[src/rtl/fb_write_sched_if.sv]
// Frame-buffer write-port bundle: two pixel requesters, fill-engine control
// and the registered RAM write port.
interface fb_write_sched_if #(
  parameter int CW = 8,
  parameter int DW = 12
);
  logic              req_a;
  logic [2*CW-1:0]   addr_a;
  logic [DW-1:0]     data_a;
  logic              gnt_a;
  logic              req_b;
  logic [2*CW-1:0]   addr_b;
  logic [DW-1:0]     data_b;
  logic              gnt_b;
  logic              fill_start;
  logic [CW-1:0]     fill_x0;
  logic [CW-1:0]     fill_y0;
  logic [CW-1:0]     fill_x1;
  logic [CW-1:0]     fill_y1;
  logic [DW-1:0]     fill_color;
  logic              fill_busy;
  logic              fill_done;
  logic              mem_we;
  logic [2*CW-1:0]   mem_addr;
  logic [DW-1:0]     mem_data;

  modport master (
    output req_a, addr_a, data_a, req_b, addr_b, data_b,
    output fill_start, fill_x0, fill_y0, fill_x1, fill_y1, fill_color,
    input  gnt_a, gnt_b, fill_busy, fill_done, mem_we, mem_addr, mem_data
  );

  modport slave (
    input  req_a, addr_a, data_a, req_b, addr_b, data_b,
    input  fill_start, fill_x0, fill_y0, fill_x1, fill_y1, fill_color,
    output gnt_a, gnt_b, fill_busy, fill_done, mem_we, mem_addr, mem_data
  );
endinterface

[src/rtl/fb_write_sched.sv]
// Frame-buffer write-port scheduler: round-robin between two pixel requesters,
// interleaved with a rectangle fill engine; all RAM write outputs registered.
module fb_write_sched #(
  parameter int CW = 8,
  parameter int DW = 12
) (
  input  logic            clk,
  input  logic            rst_n,
  fb_write_sched_if.slave bus
);

  typedef enum logic {IDLE, FILL} state_t;

  state_t          state_q, state_d;
  logic            rr_b_q, rr_b_d;          // last client winner was B
  logic            last_fill_q, last_fill_d;
  logic [CW-1:0]   cx_q, cx_d, cy_q, cy_d;
  logic [CW-1:0]   x0_q, x0_d, x1_q, x1_d, y1_q, y1_d;
  logic [DW-1:0]   color_q, color_d;
  logic            mem_we_q, mem_we_d;
  logic [2*CW-1:0] mem_addr_q, mem_addr_d;
  logic [DW-1:0]   mem_data_q, mem_data_d;
  logic            fill_done_q, fill_done_d;
  logic            win_a, win_b, serve;

  always_comb begin
    win_a       = bus.req_a & (~bus.req_b | rr_b_q);
    win_b       = bus.req_b & ~win_a;
    state_d     = state_q;
    rr_b_d      = rr_b_q;
    last_fill_d = last_fill_q;
    cx_d        = cx_q;
    cy_d        = cy_q;
    x0_d        = x0_q;
    x1_d        = x1_q;
    y1_d        = y1_q;
    color_d     = color_q;
    mem_we_d    = 1'b0;
    mem_addr_d  = mem_addr_q;
    mem_data_d  = mem_data_q;
    fill_done_d = 1'b0;
    serve       = 1'b0;

    case (state_q)
      IDLE: begin
        if (bus.fill_start) begin
          x0_d    = bus.fill_x0;
          x1_d    = bus.fill_x1;
          y1_d    = bus.fill_y1;
          color_d = bus.fill_color;
          if ((bus.fill_x0 > bus.fill_x1) || (bus.fill_y0 > bus.fill_y1)) begin
            fill_done_d = 1'b1;
          end else begin
            state_d     = FILL;
            cx_d        = bus.fill_x0;
            cy_d        = bus.fill_y0;
            last_fill_d = 1'b0;
          end
        end else begin
          serve = 1'b1;
        end
      end
      FILL: begin
        if (last_fill_q && (bus.req_a || bus.req_b)) begin
          serve       = 1'b1;
          last_fill_d = 1'b0;
        end else begin
          mem_we_d    = 1'b1;
          mem_addr_d  = {cy_q, cx_q};
          mem_data_d  = color_q;
          last_fill_d = 1'b1;
          // compare before increment so a corner at 255 never wraps the cursor
          if (cx_q == x1_q) begin
            cx_d = x0_q;
            if (cy_q == y1_q) begin
              fill_done_d = 1'b1;
              state_d     = IDLE;
            end else begin
              cy_d = cy_q + CW'(1);
            end
          end else begin
            cx_d = cx_q + CW'(1);
          end
        end
      end
      default: state_d = IDLE;
    endcase

    if (serve && (win_a || win_b)) begin
      mem_we_d   = 1'b1;
      rr_b_d     = win_b;
      mem_addr_d = win_a ? bus.addr_a : bus.addr_b;
      mem_data_d = win_a ? bus.data_a : bus.data_b;
    end
  end

  always_ff @(posedge clk or posedge rst_n) begin
    if (rst_n) begin
      state_q     <= IDLE;
      rr_b_q      <= 1'b1;
      last_fill_q <= 1'b0;
      cx_q        <= '0;
      cy_q        <= '0;
      x0_q        <= '0;
      x1_q        <= '0;
      y1_q        <= '0;
      color_q     <= '0;
      mem_we_q    <= 1'b0;
      mem_addr_q  <= '0;
      mem_data_q  <= '0;
      fill_done_q <= 1'b0;
    end else begin
      state_q     <= state_d;
      rr_b_q      <= rr_b_d;
      last_fill_q <= last_fill_d;
      cx_q        <= cx_d;
      cy_q        <= cy_d;
      x0_q        <= x0_d;
      x1_q        <= x1_d;
      y1_q        <= y1_d;
      color_q     <= color_d;
      mem_we_q    <= mem_we_d;
      mem_addr_q  <= mem_addr_d;
      mem_data_q  <= mem_data_d;
      fill_done_q <= fill_done_d;
    end
  end

  assign bus.gnt_a     = serve & win_a;
  assign bus.gnt_b     = serve & win_b;
  assign bus.fill_busy = (state_q == FILL);
  assign bus.fill_done = fill_done_q;
  assign bus.mem_we    = mem_we_q;
  assign bus.mem_addr  = mem_addr_q;
  assign bus.mem_data  = mem_data_q;

endmodule

[src/flat_wrapper.sv]
// flat-port wrapper written by rule: the top's interface ports become plain ports
module fb_write_sched_flat 
#(
  parameter int CW = 8,
  parameter int DW = 12
)
  (clk, rst_n, bus_req_a, bus_addr_a, bus_data_a, bus_req_b, bus_addr_b, bus_data_b, bus_fill_start, bus_fill_x0, bus_fill_y0, bus_fill_x1, bus_fill_y1, bus_fill_color, bus_gnt_a, bus_gnt_b, bus_fill_busy, bus_fill_done, bus_mem_we, bus_mem_addr, bus_mem_data);
  fb_write_sched_if #(.CW(CW), .DW(DW)) bus_i ();
  input  logic clk;
  input  logic rst_n;
  input wire logic [$bits(bus_i.req_a)-1:0] bus_req_a;
  input wire logic [$bits(bus_i.addr_a)-1:0] bus_addr_a;
  input wire logic [$bits(bus_i.data_a)-1:0] bus_data_a;
  input wire logic [$bits(bus_i.req_b)-1:0] bus_req_b;
  input wire logic [$bits(bus_i.addr_b)-1:0] bus_addr_b;
  input wire logic [$bits(bus_i.data_b)-1:0] bus_data_b;
  input wire logic [$bits(bus_i.fill_start)-1:0] bus_fill_start;
  input wire logic [$bits(bus_i.fill_x0)-1:0] bus_fill_x0;
  input wire logic [$bits(bus_i.fill_y0)-1:0] bus_fill_y0;
  input wire logic [$bits(bus_i.fill_x1)-1:0] bus_fill_x1;
  input wire logic [$bits(bus_i.fill_y1)-1:0] bus_fill_y1;
  input wire logic [$bits(bus_i.fill_color)-1:0] bus_fill_color;
  output wire logic [$bits(bus_i.gnt_a)-1:0] bus_gnt_a;
  output wire logic [$bits(bus_i.gnt_b)-1:0] bus_gnt_b;
  output wire logic [$bits(bus_i.fill_busy)-1:0] bus_fill_busy;
  output wire logic [$bits(bus_i.fill_done)-1:0] bus_fill_done;
  output wire logic [$bits(bus_i.mem_we)-1:0] bus_mem_we;
  output wire logic [$bits(bus_i.mem_addr)-1:0] bus_mem_addr;
  output wire logic [$bits(bus_i.mem_data)-1:0] bus_mem_data;
  assign bus_i.req_a = bus_req_a;
  assign bus_i.addr_a = bus_addr_a;
  assign bus_i.data_a = bus_data_a;
  assign bus_i.req_b = bus_req_b;
  assign bus_i.addr_b = bus_addr_b;
  assign bus_i.data_b = bus_data_b;
  assign bus_i.fill_start = bus_fill_start;
  assign bus_i.fill_x0 = bus_fill_x0;
  assign bus_i.fill_y0 = bus_fill_y0;
  assign bus_i.fill_x1 = bus_fill_x1;
  assign bus_i.fill_y1 = bus_fill_y1;
  assign bus_i.fill_color = bus_fill_color;
  assign bus_gnt_a = bus_i.gnt_a;
  assign bus_gnt_b = bus_i.gnt_b;
  assign bus_fill_busy = bus_i.fill_busy;
  assign bus_fill_done = bus_i.fill_done;
  assign bus_mem_we = bus_i.mem_we;
  assign bus_mem_addr = bus_i.mem_addr;
  assign bus_mem_data = bus_i.mem_data;
  fb_write_sched #(.CW(CW), .DW(DW)) u_core (.clk(clk), .rst_n(rst_n), .bus(bus_i));
endmodule
[config.mk]
export PLATFORM = sky130hd
export DESIGN_NAME = fb_write_sched_flat
export DESIGN_NICKNAME = d
export VERILOG_FILES = /design/src/rtl/fb_write_sched_if.sv /design/src/rtl/fb_write_sched.sv /design/src/flat_wrapper.sv
export SDC_FILE = /design/constraint.sdc
export NUM_CORES = 1
export LEC_CHECK = 0
export BUFFER_PORTS_ARGS = -buffer_cell sky130_fd_sc_hd__buf_2
export CAP_MARGIN = 10
export CORE_MARGIN = 1
export CORE_UTILIZATION = 40
export DETAILED_ROUTE_END_ITERATION = 8
export PLACE_DENSITY = 0.66
export REMOVE_ABC_BUFFERS = 1
export SYNTH_ARGS = -nofsm -noshare
export SYNTH_HDL_FRONTEND = slang
export SYNTH_SLANG_ARGS = --single-unit
[constraint.sdc]
create_clock -name clk -period 2.7 [get_ports clk]
set_clock_uncertainty 0.2 [all_clocks]
set_input_delay 0.135 -clock clk [delete_from_list [all_inputs] [get_ports clk]]
set_output_delay 0.135 -clock clk [all_outputs]
set_load 0.02 [all_outputs]
==> results.md <==
- Sequential share of power: 42.0%
- Initial Util: 41.1%
- Yosys top cell by area: dfrtp_1
- Minimum clock period: 2.67 ns
- Share of cells above drive strength 1: 26.7%
- Crit-path slowest cell: o22ai_1
- Total power per unit cell area: 852 mW/mm^2
- Int Pwr: 3510 uW
- Status: finished, final reports clean
- Post-CTS Setup Bufs: 0
- Buffers on Ports: 137
- Lkg Pwr: 0.00320 uW
- Final layout net count: 857
- Max-Cap Viols: 0
- Initial antenna violation count: 0
- Cells after Synth: 530
- Combinational Power Share: 38.1%
- Hold WC Path Type: in -> reg
- TNS Setup: 0 ns
- Final Cycle Share: 98.9%
- Synth area leaders: dfrtp_1, nand2_1, ha_1
- WL final: 14,000 microns
- Post-route DRC: 0
- Sequential share of the synthesized area: 45.3%
- WP data arrival: 2.68 ns
- Worst skew pair latency: 0.33 ns
- First-pass GRT wire length: 21,800 microns
- Clock power share: 19.9%
- Post-synth EDFFs: 0
- FP Rows: 39
- Via/cell ratio: 5.36
- Switching part of the total: 37.5%
- Die height: 110 microns
- Mapped cell area: 0.00469 sq mm
- Final Instance Area: 0.00659 sq mm
- Clk root buf: clkbuf_16
- Crit path buf inv count: 2
- Max Slew Vio Count: 0
- Top_reg_cell synth: dfrtp_1
- H-tree levels: 3
- DR vias: 4,714
- Congestion Overflow GR: 0
- Finished Layout Cells: 880
- Crit end category: register
- Antenna-violating nets left: 0
- Largest net degree at the start of global routing: 60
- Cell with the most instances after synthesis: nand2_1
- CP max stage delay: 0.58 ns
- CTS Buf Count: 9
- Post-DP Area: 0.00555 sq mm
- Worst-Margin Slew: 1.15 ns
- Die area: 0.0122 sq mm
- Clk sink count: 85
- CP max FO: 9
- Ys Warns: 0
- Highest ir drop seen on vdd: 0.373 mV
- Placer congestion estimate: 0.846
- I/O pins: 138
- Vias in the first global route: 4,582
- Most frequent cells after synthesis: nand2_1, dfrtp_1, a21oi_1, clkbuf_1, o21ai_0
- Initial drt markers: 416
- Setup crit start kind: input pin
- P_sw: 2110 uW
- CTS tree: built
- Dpl cells: 792
- Core Region: 0.0114 sq mm
- Largest delay share family, worst path: compound AO/OA/AOI/OAI gates
- Detailed Routing Iterations Pass 1: 5
- Internal reg-to-reg setup slack: 0.18 ns
- Critical path type: in -> reg
- Critical path cell sequence: dlygate4sd3_1 -> buf_2 -> ha_1 -> nor2b_1 -> o211ai_1 -> a21oi_1 -> a2111oi_4 -> o22ai_1 -> nor2_1 -> a221o_1
- CTS Buffer Depth: 2
- Crit path required time: 2.71 ns
- Syn Area/Cell: 8.86 sq um
- Die W: 110 microns
- Fmax: 374 MHz
- Post-DP HPWL: 9440 microns
- Total GRT Usage: 23.3%
- Cell variety after synth: 53
- Fin. Hold Viols: 0
- Final hold slack: 0.0159 ns
- Relative slew slack: 23.3%
- Post-synth top area share: 44.8%
- Final setup violation count: 0
- Reg clk slew, reported paths: 0.06 ns
- Ant diodes: 0
- Syn-to-layout area delta: 40.5%
- Yosys reg bits: 85
- Asr flop ratio synth: 100%
- WL per Instance: 15.9 microns
-- cells by family after synthesis --
kind of cell,Yosys count,share of synthesized area [%]
buffers and inverters,53,4.64
AND/OR/NAND/NOR,218,20.6
flip-flops,85,45.3
adder cells (fa/ha/maj),18,4.80
multiplexers,10,2.19
AO/OA/AOI/OAI,129,19.3
XOR/XNOR,17,3.17
-- repair_timing --
item,4_1_cts,5_1_grt
endpoints found under the hold margin,98,0
resized for setup,0,6
setup endpoints to repair,0,14
hold buffers,74,0
-- cell usage in the layout (no fill, tap or decap), types with 9 or more instances in the layout --
cell type	n
a21oi_1	44
a221o_1	21
buf_2	137
buf_4	12
clkbuf_16	9
dfrtp_1	84
dlygate4sd3_1	74
ha_1	18
inv_1	19
nand2_1	147
nand3_1	11
nor2_1	16
o21ai_0	22
xnor2_1	9
-- worst min-delay path, stage by stage --
cell,delay (ns)
buf_2,0.08
nand2_1,0.04
a21oi_1,0.13
a221o_1,0.12
-- through the flow --
step           power [uW]  util, %  setup slack [ns]
3_5_place_dp         4370     48.6             0.257
3_3_place_gp         4290     48.6             0.296
5_1_grt              5980     57.7           -0.0639
2_1_floorplan        3640        -            -0.986
6_report             5620     57.7            0.0289
4_1_cts              5610     57.4            0.0519
-- metal layers --
| layer | wire length (microns) | part of all wire (%) | vias to the layer above | GRT usage, % |
|---|---|---|---|---|
| li1 | - | - | 2261 | - |
| met1 | 6100 | 44 | 2252 | 29.4 |
| met2 | 6870 | 49 | 178 | 40.4 |
| met3 | 758 | 5.4 | 23 | 3.41 |
| met4 | 273 | 2.0 | 0 | 8.36 |
| met5 | 0 | 0 | - | 0 |
-- power by group through the flow --
| stage | logic (uW) | registers [uW] | clock network, uW |
|---|---|---|---|
| 6_report | 2140 | 2360 | 1120 |
| 3_3_place_gp | 1940 | 2340 | 0 |
| 4_1_cts | 2120 | 2350 | 1150 |
| 3_5_place_dp | 2000 | 2360 | 0 |
| 2_1_floorplan | 1160 | 2470 | 0 |
| 5_1_grt | 2370 | 2420 | 1190 |
-- path summary, 6_finish.rpt --
check,start,to,cells past startpoint
hold / removal,bus_data_a[7],u_core.bus.mem_data[7],4
max in group asynchronous,rst_n,u_core.bus.mem_addr[11],4
setup / recovery,bus_fill_y0[1],u_core.cy_q[1],10
min in group asynchronous,rst_n,u_core.bus.mem_data[11],3
setup reg to reg,u_core.rr_b_q,u_core.bus.mem_data[3],5
hold reg to reg,u_core.bus.mem_addr[8],u_core.bus.mem_addr[8],2
-- area by class of cell --
cell class	instances	area, sq um
Clock inverter	2	10.0
Sequential cell	85	2130
Fill cell	1024	4830
Inverter	22	83.8
Tap cell	143	179
Multi-Input combinational cell	392	2400
Timing Repair Buffer	224	1540
Clock buffer	12	256
-- flip-flops by register name, indices dropped and copies added, names as in the netlist --
register	count
u_core.bus.mem_addr	16
u_core.cy_q	8
u_core.rr_b_q	1
u_core.color_q	12
u_core.x0_q	8
u_core.bus.fill_done	1
u_core.y1_q	8
u_core.bus.mem_data	12
u_core.cx_q	8
u_core.x1_q	8
u_core.last_fill_q	1
u_core.bus.fill_busy	1
u_core.bus.mem_we	1
(Power assumes the default switching activity.)
